### config.mk
export PLATFORM = sky130hd
export DESIGN_NAME = rv32i_instr_encoder
export DESIGN_NICKNAME = d
export VERILOG_FILES = /design/src/rtl/rv32i_pkg.sv /design/src/rtl/rv32i_imm_pack.sv /design/src/rtl/rv32i_instr_encoder.sv
export SDC_FILE = /design/constraint.sdc
export NUM_CORES = 1
export LEC_CHECK = 0
export ABC_CLOCK_PERIOD_IN_PS = 1800
export BUFFER_PORTS_ARGS = -buffer_cell sky130_fd_sc_hd__buf_4
export CAP_MARGIN = 20
export CORE_MARGIN = 1.5
export CORE_UTILIZATION = 34
export DETAILED_ROUTE_END_ITERATION = 8
export GPL_TIMING_DRIVEN = 1
export PLACE_DENSITY_LB_ADDON = 0.05
export RECOVER_POWER = 50
export SYNTH_ARGS = -nofsm -noshare
export SYNTH_HDL_FRONTEND = slang
export SYNTH_SLANG_ARGS = --single-unit
### constraint.sdc
create_clock -name clk -period 1.8 [get_ports clk]
set_input_delay 0 -clock clk [delete_from_list [all_inputs] [get_ports clk]]
set_output_delay 0 -clock clk [all_outputs]
set_load 0.03 [all_outputs]
### src/rtl/rv32i_pkg.sv
// Shared RV32I encoder definitions: opcodes, instruction formats, request record
// and the opcode-to-format decoder used by the encoder pipeline.
package rv32i_pkg;

  localparam logic [6:0] OP_LUI    = 7'b0110111;
  localparam logic [6:0] OP_AUIPC  = 7'b0010111;
  localparam logic [6:0] OP_JAL    = 7'b1101111;
  localparam logic [6:0] OP_JALR   = 7'b1100111;
  localparam logic [6:0] OP_BRANCH = 7'b1100011;
  localparam logic [6:0] OP_LOAD   = 7'b0000011;
  localparam logic [6:0] OP_STORE  = 7'b0100011;
  localparam logic [6:0] OP_IMM    = 7'b0010011;
  localparam logic [6:0] OP_R      = 7'b0110011;

  // ADDI x0,x0,0
  localparam logic [31:0] NOP = 32'h0000_0013;

  typedef enum logic [2:0] {
    FMT_R,
    FMT_I,
    FMT_S,
    FMT_B,
    FMT_U,
    FMT_J,
    FMT_BAD
  } fmt_e;

  typedef struct packed {
    logic [6:0]  op;
    logic [2:0]  funct3;
    logic [6:0]  funct7;
    logic [4:0]  rd;
    logic [4:0]  rs1;
    logic [4:0]  rs2;
    logic [31:0] imm;
  } req_t;

  function automatic fmt_e decode_fmt(input logic [6:0] op);
    fmt_e f;
    case (op)
      OP_LUI, OP_AUIPC:          f = FMT_U;
      OP_JAL:                    f = FMT_J;
      OP_JALR, OP_LOAD, OP_IMM:  f = FMT_I;
      OP_STORE:                  f = FMT_S;
      OP_BRANCH:                 f = FMT_B;
      OP_R:                      f = FMT_R;
      default:                   f = FMT_BAD;
    endcase
    return f;
  endfunction

endpackage

### src/rtl/rv32i_imm_pack.sv
// Combinational field packer: scatters the immediate into the format-specific bit
// positions. Build with IMM_RANGE_CHECK_EN to flag immediates that do not fit.
module rv32i_imm_pack
  import rv32i_pkg::*;
(
  input  fmt_e        fmt,
  input  req_t        req,
  output logic [31:0] instr,
  output logic        range_fault
);

  logic is_shift;

  // SLLI/SRLI/SRAI carry funct7 in the upper immediate bits and a 5-bit shamt.
  assign is_shift = (req.op == OP_IMM) && (req.funct3[1:0] == 2'b01);

  always_comb begin
    instr       = NOP;
    range_fault = 1'b0;

    case (fmt)
      FMT_R: instr = {req.funct7, req.rs2, req.rs1, req.funct3, req.rd, req.op};
      FMT_I: begin
        if (is_shift)
          instr = {req.funct7, req.imm[4:0], req.rs1, req.funct3, req.rd, req.op};
        else
          instr = {req.imm[11:0], req.rs1, req.funct3, req.rd, req.op};
      end
      FMT_S: instr = {req.imm[11:5], req.rs2, req.rs1, req.funct3, req.imm[4:0], req.op};
      FMT_B: instr = {req.imm[12], req.imm[10:5], req.rs2, req.rs1, req.funct3,
                      req.imm[4:1], req.imm[11], req.op};
      FMT_U: instr = {req.imm[31:12], req.rd, req.op};
      FMT_J: instr = {req.imm[20], req.imm[10:1], req.imm[11], req.imm[19:12],
                      req.rd, req.op};
      default: instr = NOP;
    endcase

`ifdef IMM_RANGE_CHECK_EN
    case (fmt)
      FMT_I: begin
        if (is_shift)
          range_fault = (req.imm[31:5] != 27'd0);
        else
          range_fault = (req.imm[31:11] != {21{req.imm[11]}});
      end
      FMT_S: range_fault = (req.imm[31:11] != {21{req.imm[11]}});
      FMT_B: range_fault = (req.imm[31:12] != {20{req.imm[12]}}) || req.imm[0];
      FMT_J: range_fault = (req.imm[31:20] != {12{req.imm[20]}}) || req.imm[0];
      FMT_U: range_fault = (req.imm[11:0] != 12'd0);
      default: range_fault = 1'b0;
    endcase
`else
    range_fault = 1'b0;
`endif
  end

endmodule

### src/rtl/rv32i_instr_encoder.sv
// Two-stage valid/ready RV32I instruction encoder with fault substitution and a
// saturating good-word counter. Immediate range faults need IMM_RANGE_CHECK_EN.
module rv32i_instr_encoder
  import rv32i_pkg::*;
#(
  parameter int          CNT_W    = 16,
  parameter logic [31:0] NOP_WORD = 32'h0000_0013
) (
  input  logic             clk,
  input  logic             rst,
  input  logic             in_valid,
  output logic             in_ready,
  input  logic [6:0]       in_op,
  input  logic [2:0]       in_funct3,
  input  logic [6:0]       in_funct7,
  input  logic [4:0]       in_rd,
  input  logic [4:0]       in_rs1,
  input  logic [4:0]       in_rs2,
  input  logic [31:0]      in_imm,
  output logic             out_valid,
  input  logic             out_ready,
  output logic [31:0]      out_instr,
  output logic             out_err,
  output logic [CNT_W-1:0] enc_count
);

  logic             s1_v_reg, s1_v_next;
  req_t             s1_req_reg, s1_req_next;
  fmt_e             s1_fmt_reg, s1_fmt_next;
  logic             s2_v_reg, s2_v_next;
  logic [31:0]      s2_instr_reg, s2_instr_next;
  logic             s2_err_reg, s2_err_next;
  logic [CNT_W-1:0] cnt_reg, cnt_next;

  req_t        in_req;
  logic        s1_adv;
  logic        s2_adv;
  logic [31:0] packed_instr;
  logic        range_fault;
  logic        s1_err;

  assign in_req = '{op: in_op, funct3: in_funct3, funct7: in_funct7,
                    rd: in_rd, rs1: in_rs1, rs2: in_rs2, imm: in_imm};

  // Each stage may load when its successor is empty or draining this cycle.
  assign s2_adv   = !s2_v_reg || out_ready;
  assign s1_adv   = !s1_v_reg || s2_adv;
  assign in_ready = s1_adv;

  rv32i_imm_pack u_imm_pack (
    .fmt         (s1_fmt_reg),
    .req         (s1_req_reg),
    .instr       (packed_instr),
    .range_fault (range_fault)
  );

  assign s1_err = (s1_fmt_reg == FMT_BAD) || range_fault;

  always_comb begin
    s1_v_next     = s1_v_reg;
    s1_req_next   = s1_req_reg;
    s1_fmt_next   = s1_fmt_reg;
    s2_v_next     = s2_v_reg;
    s2_instr_next = s2_instr_reg;
    s2_err_next   = s2_err_reg;
    cnt_next      = cnt_reg;

    if (s1_adv) begin
      s1_v_next = in_valid;
      if (in_valid) begin
        s1_req_next = in_req;
        s1_fmt_next = decode_fmt(in_op);
      end
    end

    if (s2_adv) begin
      s2_v_next = s1_v_reg;
      if (s1_v_reg) begin
        s2_instr_next = s1_err ? NOP_WORD : packed_instr;
        s2_err_next   = s1_err;
      end
    end

    // Only successfully encoded words that actually leave the pipe are counted.
    if (s2_v_reg && out_ready && !s2_err_reg && (cnt_reg != {CNT_W{1'b1}}))
      cnt_next = cnt_reg + CNT_W'(1);
  end

  always_ff @(posedge clk) begin
    if (rst) begin
      s1_v_reg     <= 1'b0;
      s1_req_reg   <= '0;
      s1_fmt_reg   <= FMT_BAD;
      s2_v_reg     <= 1'b0;
      s2_instr_reg <= 32'd0;
      s2_err_reg   <= 1'b0;
      cnt_reg      <= '0;
    end else begin
      s1_v_reg     <= s1_v_next;
      s1_req_reg   <= s1_req_next;
      s1_fmt_reg   <= s1_fmt_next;
      s2_v_reg     <= s2_v_next;
      s2_instr_reg <= s2_instr_next;
      s2_err_reg   <= s2_err_next;
      cnt_reg      <= cnt_next;
    end
  end

  assign out_valid = s2_v_reg;
  assign out_instr = s2_instr_reg;
  assign out_err   = s2_err_reg;
  assign enc_count = cnt_reg;

endmodule

* Word-level counts from Yosys, hierarchy flattened *
Cells that the tools add are included.

cells by class
  add/subtract/negate cells = 1
  equality and inequality tests = 18
  mux-type cells = 4
  reduce and logical (&&, ||, !) cells = 14

operators by type and width
  operator                 count
  $pmux W32 S6             1
  $mux W32                 2
  $eq A7 B5 Y1 const B     3
  $eq A7 B6 Y1 const B     3
  $eq A7 B7 Y1 const B     3
  $pmux W3 S6              1
  $add A16 B1 Y16 const B  1
  $ne A16 B16 Y1 const B   1
  $eq A3 B3 Y1 const B     3
  $eq A7 B2 Y1 const B     1
  $eq A3 B2 Y1 const B     2
  $logic_and A1 B1 Y1      4
  $reduce_and A2 Y1        2
  $eq A3 B1 Y1 const B     1
  $logic_not A1 Y1         3
  $logic_not A3 Y1         1
  $reduce_or A3 Y1         1
  $eq A2 B1 Y1 const B     1
  $logic_or A1 B1 Y1       2
  $reduce_or A2 Y1         1

word-level totals
  register bits = 118
  input port bits = 68
  output and inout bits = 51
  word-level logic and storage cells = 50

* Depth between registers and ports, before layout *
Gate-level depths: netlist of run 1.

  depth in word-level cells = 5
  mapped depth = 7
  mapped depth without buffers = 5

* Cells and area by module *
Synthesis of run 1 repeated with hierarchy kept, for this count alone.

unflattened totals
  cell total of the unflattened synthesis = 628
  area, all modules = 5042.3 um^2

modules (own cells, without submodules)
  module               instances  cells each  area each (um^2)  seq. area each (um^2)
  rv32i_instr_encoder  1          525         4408.0            2362.3
  rv32i_imm_pack       1          103         634.4             0.0

* Worst setup path after synthesis of run 1 *
No wires, ideal clock.

  path type = reg-to-reg
  start = reg cnt_reg[0], in the netlist enc_count[0]
  end = reg cnt_reg[13], in the netlist enc_count[13]
  library setup time = 0.121 ns
  data arrival time = 1.779 ns
  data required time = 1.679 ns
  slack = -0.101 ns
  stages on the path, launching flop included = 6
  path buffers = 0
  period minus slack after synthesis = 1.901 ns
  cell sequence = dfxtp_1 -> ha_1 -> nand2_1 -> nor2_2 -> and4bb_2 -> mux2_4

between the ends
  word-level cells in the longest chain between the ends = 2
  elaborated cells on any way between the ends = 3
  classes of those cells = add/sub: 1; eq/ne: 1; reduce/logical: 1

ends and longest elaborated chain
  element                                                                  line                        source
  from (decl)                                                              rv32i_instr_encoder.sv:33   logic [CNT_W-1:0] cnt_reg, cnt_next;
  from (signal assigned)                                                   rv32i_instr_encoder.sv:105  cnt_reg <= cnt_next;
  parallel branches: the longest is 2 deep, another holds $add A16 B1 Y16  n/a

Parallel ways; which one is timed is not known.
A chain may end at the register's enable or synchronous reset.

* Worst setup path in the final report of run 1 *
Ends and elaborated chain as after synthesis.

==> impl_metrics.env, run 1 <==
export IMPL_synth_xor_area_share_pct=0
export IMPL_ys_ff_latch=118
export IMPL_vias=5085
export IMPL_synth_warning_count=0
export IMPL_max_freq_mhz=593
export IMPL_nets=876
export IMPL_syn_inst=625
export IMPL_required_ps=2100
export IMPL_clkTransAtPathRegs_ps=60
export IMPL_synth_compound_area_share_pct=18.7
export IMPL_synthFlopType="dfxtp_1"
export IMPL_min_period_ps=1690
export IMPL_finClkSkew_ps=8.96
export IMPL_pre_cts_ws_ps=44.4
export IMPL_synthTopCellsByCount="nand2_1 (148), dfxtp_1 (118), a21oi_1 (90)"
export IMPL_p_leak_nw=2.89
export IMPL_grt_usage_pct=20.1
export IMPL_yosysTopAreaCell="dfxtp_1"
export IMPL_irDropWorstVdd_mv=0.633
export IMPL_cts_root_buf="clkbuf_16"
export IMPL_maxCapViolations=0
export IMPL_finalHoldViolations=0
export IMPL_yosys_top_cells_area="dfxtp_1 (46%), nand2_1 (11%), a21oi_1 (8.8%)"
export IMPL_met1_length_um=6970
export IMPL_synth_seq_area_share_pct=46.0
export IMPL_grt_pass1_vias=4942
export IMPL_seqCellArea_mm2=0.00237
export IMPL_avgSynthCellArea_um2=8.21
export IMPL_synth_top_area_share_pct=46.0
export IMPL_wl_per_cell_um=15.6
export IMPL_synth_edf_count=0
export IMPL_grt_overflow=0
export IMPL_crit_path_max_fanout=8
export IMPL_slew_violations=0
export IMPL_first_pass_iters=7
export IMPL_routed_wl_um=15700
export IMPL_violations="DRC"
export IMPL_die_h_um=126
export IMPL_dieArea_mm2=0.0158
export IMPL_slew_headroom_pct=54.2
export IMPL_crit_type="register to register"
export IMPL_chipWidth_um=126
export IMPL_yosysMostFrequentCell="nand2_1"
export IMPL_cp_arrival_ps=1990
export IMPL_drc=8
export IMPL_num_rows=44
export IMPL_setup_ws_ps=115
export IMPL_syn_num_nets=694
export IMPL_largest_reg_flops=64
export IMPL_start_util_pct=35.0
export IMPL_insertion_delay_ps=420
export IMPL_place_area_mm2=0.00631
export IMPL_top_layer="met4"
export IMPL_hold_path_class="input port to register"
export IMPL_outcome="complete, but fails checks"
export IMPL_ctsHtreeMaxLevel=4
export IMPL_wl_met2_um=7670
export IMPL_cts_tree="built"
export IMPL_clock_path_buffers=2
export IMPL_drtIter0Drc=342
export IMPL_fin_area_mm2=0.00739
export IMPL_ant_nets=0
export IMPL_cts_sinks=118
export IMPL_setup_viol=0
export IMPL_ys_types=55
export IMPL_grt_max_degree=49
export IMPL_cts_buffers=17
export IMPL_netlist_area_mm2=0.00513
export IMPL_drive_gt1_share_pct=19.9
export IMPL_ys_async_sr_fraction_pct=0
export IMPL_fillers=1441
export IMPL_coreArea_mm2=0.0146
export IMPL_grt_pass1_wl_um=25100
export IMPL_cellPowerDensity_mw_per_mm2=948
export IMPL_n_antenna_cell=0
export IMPL_endpoint_kind="register"
export IMPL_place_hpwl_um=10800
export IMPL_io_pins=119
export IMPL_grt_setup_unrepaired="no"
export IMPL_synth_top_family_by_area="simple AND/OR/NAND/NOR gates"
export IMPL_place_gp_congestion=0.778
export IMPL_synthMuxAreaShare_pct=4.34
export IMPL_synthAdderAreaFrac_pct=0.244
export IMPL_tns_ps=0
export IMPL_grt_antenna_before_repair=0
export IMPL_yosys_area_share_simple_pct=25.9
export IMPL_portBuffers=118
export IMPL_met3_length_um=686
export IMPL_cp_start_kind="register"
export IMPL_worstMarginPinSlew_ps=685
export IMPL_areaGrowthSynthToFinish_pct=44.0
export IMPL_vias_per_cell=5.06
export IMPL_multi_input_area_mm2=0.00254
export IMPL_finalCritPeriodShare_pct=93.6
critical path: stages (launching register included):
cell and delay [ps]:
dfxtp_2 380, ha_1 240, nand2_1 80, nor2_2 310, and4bb_2 280, mux2_4 290
cell type report:
type,instances,share of cell area (%)
Clock buffer,17,5.76
Clock inverter,15,2.46
Inverter,9,0.457
Multi-Input combinational cell,450,34.4
Sequential cell,118,32.0
Tap cell,184,3.12
Timing Repair Buffer,211,21.8
layer usage:
| layer | vias to the layer above | global-route usage, % |
|---|---|---|
| met2 | 122 | 33.7 |
| met3 | 22 | 4.76 |
| li1 | 2560 | - |
| met1 | 2381 | 24.7 |
| met4 | 0 | 8.59 |
| met5 | - | 0 |
repair_timing:
item                                   in CTS  in global routing
hold buffers                               65                  0
endpoints found under the hold margin      67                  0
setup endpoints to repair                   0                  6
buffers inserted                            0                  1
gates resized for setup                     0                  3
placed cells by master (no fill, tap or decap), types with 10 or more instances in the layout:
cell type / count
buf_4: 88
mux2_2: 14
a221oi_1: 15
nor2b_1: 10
a211oi_1: 12
clkbuf_1: 52
a21oi_1: 90
nor3_1: 20
dlygate4sd3_1: 65
dfxtp_1: 115
clkbuf_16: 17
nand2_1: 148
nor2_1: 39
logic make-up after synthesis:
logic type,count (synthesis)
buf+inv,57
simple gates,276
compound gates,153
flops,118
fa+ha+maj,1
mux,20
worst paths after layout:
kind	slack [ps]	start	cells after the start	to
worst max-delay path	110	enc_count[0]$_SDFFE_PP0P_	5	enc_count[13]$_SDFFE_PP0P_
worst min-delay path	5	out_ready	3	s1_v_reg$_SDFFE_PP0N_
worst max register to register	110	enc_count[0]$_SDFFE_PP0P_	5	enc_count[13]$_SDFFE_PP0P_
worst min register to register	450	out_instr[24]$_SDFFE_PP0P_	2	out_instr[24]$_SDFFE_PP0P_
where the power goes:
| group | total (W) | switching (W) | leakage [nW] | internal (W) |
|---|---|---|---|---|
| Sequential | 0.00282 | 0.0000891 | 0.969 | 0.00273 |
| Combinational | 0.000738 | 0.000386 | 1.63 | 0.000351 |
| Clock | 0.00344 | 0.00126 | 0.293 | 0.00218 |
| Total | 0.00701 | 0.00174 | 2.89 | 0.00527 |
metrics by stage:
step           utilization (%)  hold WS [ps]  power [W]  instances
5_1_grt                   50.5          27.5    0.00728       1004
2_1_floorplan                -           129    0.00322        625
3_3_place_gp              43.1           250    0.00353        906
6_report                  50.5          4.74    0.00701       1004
4_1_cts                   51.7          6.19    0.00712       1003
3_5_place_dp              43.1           256    0.00354        906
Note: power is estimated with default switching activity, not from simulation.
==> run 2: changes to the inputs <==
--- a/config.mk
+++ b/config.mk
@@ -8,8 +8,8 @@
 export ABC_CLOCK_PERIOD_IN_PS = 1800
 export BUFFER_PORTS_ARGS = -buffer_cell sky130_fd_sc_hd__buf_4
 export CAP_MARGIN = 20
-export CORE_MARGIN = 1.5
 export CORE_UTILIZATION = 34
+export CTS_BUF_LIST = sky130_fd_sc_hd__clkbuf_4
 export DETAILED_ROUTE_END_ITERATION = 8
 export GPL_TIMING_DRIVEN = 1
 export PLACE_DENSITY_LB_ADDON = 0.05
==> run 2 against run 1 <==
Net effect: the flow still finishes with violations (DRC); register-to-register slack worse by 20 ps; clock power is 34% lower; clock skew grew 7.2 ps; non-clock buffer count grew 12; critical path type unchanged; largest cell class unchanged; largest power group is now registers.
==> impl_metrics.env, run 2 (synthesized netlist as in run 1, its figures left out) <==
export IMPL_max_freq_mhz=587
export IMPL_tns_ps=0
export IMPL_vias_per_cell=5.07
export IMPL_ant_nets=0
export IMPL_placed_cells=912
export IMPL_cellPowerDensity_mw_per_mm2=803
export IMPL_grt_antenna_before_repair=0
export IMPL_hold_path_class="input port to register"
export IMPL_irDropWorstVdd_mv=0.371
export IMPL_grt_setup_unrepaired="yes"
export IMPL_portBuffers=118
export IMPL_chipWidth_um=125
export IMPL_insertion_delay_ps=540
export IMPL_outcome="complete, but fails checks"
export IMPL_slew_headroom_pct=51.2
export IMPL_required_ps=2220
export IMPL_grt_max_degree=52
export IMPL_drtIter0Drc=257
export IMPL_clkTransAtPathRegs_ps=110
export IMPL_grt_pass1_vias=5144
export IMPL_cts_tree="built"
export IMPL_maxCapViolations=0
export IMPL_place_gp_congestion=0.794
export IMPL_grt_overflow=0
export IMPL_routed_wl_um=15700
export IMPL_ctsHtreeMaxLevel=4
export IMPL_nets=888
export IMPL_areaGrowthSynthToFinish_pct=41.9
export IMPL_die_h_um=125
export IMPL_start_util_pct=35.0
export IMPL_mostFrequentLayoutCells="nand2_1 (147), dfxtp_1 (115), buf_4 (109), a21oi_1 (90), dlygate4sd3_1 (70)"
export IMPL_min_period_ps=1700
export IMPL_layout_commonest_cell="nand2_1"
export IMPL_io_pins=119
export IMPL_cts_sinks=118
export IMPL_crit_chain="nand3b_1, and2_4, nand2_1, a21oi_1, dlygate4sd3_1"
export IMPL_cts_buffers=17
export IMPL_coreArea_mm2=0.0146
export IMPL_cp_start_kind="register"
export IMPL_max_stage_delay_ps=560
export IMPL_fin_cells=1016
export IMPL_num_rows=44
export IMPL_cts_root_buf="clkbuf_4"
export IMPL_cp_arrival_ps=2130
export IMPL_n_antenna_cell=0
export IMPL_largest_reg_flops=64
export IMPL_drive_gt1_share_pct=21.8
export IMPL_grt_usage_pct=20.7
export IMPL_crit_type="register to register"
export IMPL_drc=16
export IMPL_p_leak_nw=2.89
export IMPL_finalHoldViolations=0
export IMPL_dieArea_mm2=0.0156
export IMPL_worstMarginPinSlew_ps=732
export IMPL_vias=5154
export IMPL_power_w=0.00585
export IMPL_rrSetupSlack_ps=100
export IMPL_setup_viol=0
export IMPL_place_hpwl_um=11100
export IMPL_slowest_stage="dlygate4sd3_1"
export IMPL_finalCritPeriodShare_pct=94.6
export IMPL_wl_per_cell_um=15.5
export IMPL_crit_path_max_fanout=10
export IMPL_violations="DRC"
export IMPL_slew_violations=0
export IMPL_clock_path_buffers=2
export IMPL_endpoint_kind="register"
export IMPL_finClkSkew_ps=16.1
export IMPL_grt_pass1_wl_um=25400
export IMPL_first_pass_iters=7
[run 2: layout make-up]
class                           instances  area [um2]
Clock buffer                           17         128
Tap cell                              184         230
Timing Repair Buffer                  223        1770
Sequential cell                       118        2370
Fill cell                            1467        7360
Inverter                                9        33.8
Clock inverter                         15         210
Multi-Input combinational cell        450        2550
[run 2: report_power, final]
group	total [W]	internal, W	leakage [nW]	switching [W]
registers	0.00282	0.00273	0.968	0.0000883
logic	0.000759	0.000368	1.75	0.000391
clock network	0.00227	0.00122	0.168	0.00104
[run 2: per-stage QoR]
step / cell area (um2) / hold WS [ps] / setup slack [ps] / utilization, %
2_1_floorplan: 5140 / 129 / 27.2 / -
3_3_place_gp: 6360 / 250 / 78.3 / 43.4
3_5_place_dp: 6360 / 256 / 50.3 / 43.4
4_1_cts: 7390 / 209 / 34.8 / 50.5
5_1_grt: 7280 / 232 / -12.0 / 49.7
6_report: 7280 / 255 / 96.8 / 49.7
[run 2: final timing paths]
| kind | startpoint | cells after the start | to |
|---|---|---|---|
| setup reg to reg | s1_v_reg$_SDFFE_PP0N_ | 5 | s1_req_reg[62]$_SDFFE_PP0P_ |
| hold / removal | in_rs1[1] | 4 | s1_req_reg[38]$_SDFFE_PP0P_ |
| hold reg to reg | s1_req_reg[15]$_SDFFE_PP0P_ | 2 | s1_req_reg[15]$_SDFFE_PP0P_ |
| setup / recovery | s1_v_reg$_SDFFE_PP0N_ | 5 | s1_req_reg[62]$_SDFFE_PP0P_ |
[run 2: worst max-delay path: cells and delay by family (launching register included)]
| family | cells | cell delay, ps |
|---|---|---|
| flip-flops | 1 | 400 |
| AND/OR/NAND/NOR | 3 | 590 |
| buffers and inverters | 1 | 560 |
| AO/OA/AOI/OAI | 1 | 60 |
[run 2: timing repair]
action                     4_1_cts  5_1_grt
resized for setup                0        4
hold endpoints to repair        83        0
setup buffers                    0        2
setup endpoints to repair        0        5
hold buffers                    70        0
[run 2: layer usage]
| layer | wire length [um] | track usage, % | vias up |
|---|---|---|---|
| li1 | - | - | 2575 |
| met4 | 354 | 9.04 | 0 |
| met3 | 700 | 4.30 | 25 |
| met5 | 0 | 0 | - |
| met2 | 7580 | 35.3 | 141 |
| met1 | 7110 | 25.1 | 2413 |
==> run 3: changes to the inputs <==
--- a/config.mk
+++ b/config.mk
@@ -8,7 +8,7 @@
 export ABC_CLOCK_PERIOD_IN_PS = 1800
 export BUFFER_PORTS_ARGS = -buffer_cell sky130_fd_sc_hd__buf_4
 export CAP_MARGIN = 20
-export CORE_UTILIZATION = 34
+export CORE_UTILIZATION = 32
 export CTS_BUF_LIST = sky130_fd_sc_hd__clkbuf_4
 export DETAILED_ROUTE_END_ITERATION = 8
 export GPL_TIMING_DRIVEN = 1
==> run 3 against run 2 <==
Net effect: the run now ends clean; clock power is 2% lower; combinational power is 3.0% lower; first-iteration DRC count is 23% lower; maximum frequency is 0.72% lower; register-to-register slack hardly changed; routed wire length is 0.83% lower; design area is 1.5% lower; sequential power hardly changed; hold slack better by 17 ps; worst setup slack worse by 12 ps; sequential cell count stayed put; largest power group unchanged; highest routed layer unchanged.
==> impl_metrics.env, run 3 (synthesized netlist as in run 1, its figures left out) <==
export IMPL_outcome="complete, no violations"
export IMPL_dieArea_mm2=0.0165
export IMPL_chipWidth_um=129
export IMPL_multi_input_area_mm2=0.00255
export IMPL_first_pass_iters=4
export IMPL_cts_setup_buffers=0
export IMPL_hold_path_class="input port to register"
export IMPL_insertion_delay_ps=510
export IMPL_drc=0
export IMPL_areaGrowthSynthToFinish_pct=39.7
export IMPL_place_hpwl_um=10800
export IMPL_cts_tree="built"
export IMPL_clkTransAtPathRegs_ps=110
export IMPL_vias_per_cell=4.89
export IMPL_finalHoldWorstSlack_ps=272
export IMPL_fin_cells=1034
export IMPL_ctsHtreeMaxLevel=4
export IMPL_maxCapViolations=0
export IMPL_required_ps=2200
export IMPL_layout_commonest_cell="nand2_1"
export IMPL_max_freq_mhz=583
export IMPL_portBuffers=118
export IMPL_mostFrequentLayoutCells="nand2_1 (147), dfxtp_1 (115), buf_4 (95), a21oi_1 (90), dlygate4sd3_1 (68)"
export IMPL_p_leak_nw=2.79
export IMPL_nets=880
export IMPL_slew_headroom_pct=67.6
export IMPL_endpoint_kind="register"
export IMPL_cts_buffers=17
export IMPL_finalCritPeriodShare_pct=95.3
export IMPL_seqCellArea_mm2=0.00237
export IMPL_cellPowerDensity_mw_per_mm2=807
export IMPL_crit_path_max_fanout=3
export IMPL_finalHoldViolations=0
export IMPL_drive_gt1_share_pct=20.0
export IMPL_start_util_pct=33.3
export IMPL_worstMarginPinSlew_ps=485
export IMPL_irDropWorstVdd_mv=0.401
export IMPL_final_util_pct=46.5
export IMPL_cp_start_kind="register"
export IMPL_vias=5057
export IMPL_slew_violations=0
export IMPL_placed_cells=935
export IMPL_grt_setup_unrepaired="no"
export IMPL_clock_path_buffers=2
export IMPL_grt_max_degree=66
export IMPL_cp_arrival_ps=2110
export IMPL_cts_root_buf="clkbuf_4"
export IMPL_cts_sinks=118
export IMPL_rrSetupSlack_ps=80
export IMPL_num_rows=45
export IMPL_grt_usage_pct=19.2
export IMPL_power_w=0.00578
export IMPL_fillers=1640
export IMPL_grt_antenna_before_repair=1
export IMPL_largest_reg_flops=64
export IMPL_grt_overflow=0
export IMPL_finClkSkew_ps=20.2
export IMPL_min_period_ps=1720
export IMPL_coreArea_mm2=0.0154
export IMPL_grt_pass1_wl_um=24500
export IMPL_crit_type="register to register"
export IMPL_place_gp_congestion=0.777
export IMPL_io_pins=119
export IMPL_routed_wl_um=15600
export IMPL_ant_nets=0
export IMPL_setup_viol=0
export IMPL_wl_per_cell_um=15.1
export IMPL_tns_ps=0
export IMPL_drtIter0Drc=198
export IMPL_grt_pass1_vias=4855
export IMPL_die_h_um=129
run 3: cell count changes in the layout (fill, tap and decap cells not counted), moves of 2 or more:
cell and delta:
and2_0 +2, buf_12 -3, buf_4 -14, clkbuf_1 +10, clkbuf_4 +2, clkinv_1 -2
clkinv_4 -2, dlygate4sd3_1 -2
run 3: final timing paths:
path / end / cells past startpoint / from
worst min register to register: out_instr[24]$_SDFFE_PP0P_ / 2 / out_instr[24]$_SDFFE_PP0P_
worst max-delay path: out_instr[31]$_SDFFE_PP0P_ / 4 / s1_req_reg[59]$_SDFFE_PP0P_
worst min-delay path: s1_req_reg[34]$_SDFFE_PP0P_ / 4 / in_rs2[2]
worst max register to register: out_instr[31]$_SDFFE_PP0P_ / 4 / s1_req_reg[59]$_SDFFE_PP0P_
run 3: layer usage:
layer  global-route usage [%]  vias to the layer above  share of wire [%]
met4                     7.27                        0                2.0
met3                     5.24                       16                4.0
met2                     31.7                      115                 49
met5                        0                        -                  0
met1                     24.0                     2359                 46
li1                         -                     2567                  -
run 3: area by class of cell:
type	count	area share (%)
antenna	1	0.0349
clock buffer	19	1.99
clock inverter	11	2.55
inverter	9	0.471
multi-input combinational	450	35.5
sequential	118	33.0
tap	211	3.68
timing repair buffer	215	22.7
run 3: worst max-delay path, cell delays in order (launching register included):
cell and delay [ps]:
dfxtp_1 350, nor4b_2 430, nand4_1 190, or2_2 330
a311oi_1 300
run 3: what timing repair did:
item | CTS | global route
gates resized for setup | 0 | 4
hold buffers | 68 | 0
setup endpoints to repair | 0 | 9
hold endpoints to repair | 76 | 0
run 3: metrics by stage:
stage	setup WS (ps)	cell area, um2
floorplan	27.2	5140
global placement	88.7	6330
detailed placement	36.8	6330
CTS	31.3	7340
global route	10.2	7170
finish	84.5	7170
run 3: report_power, final:
part           internal (W)  leakage (nW)  switching [W]  total (W)
Clock               0.00124         0.169       0.000985    0.00223
Combinational      0.000349          1.65       0.000387   0.000736
Sequential          0.00273         0.967      0.0000867    0.00282
Total               0.00432          2.79        0.00146    0.00578
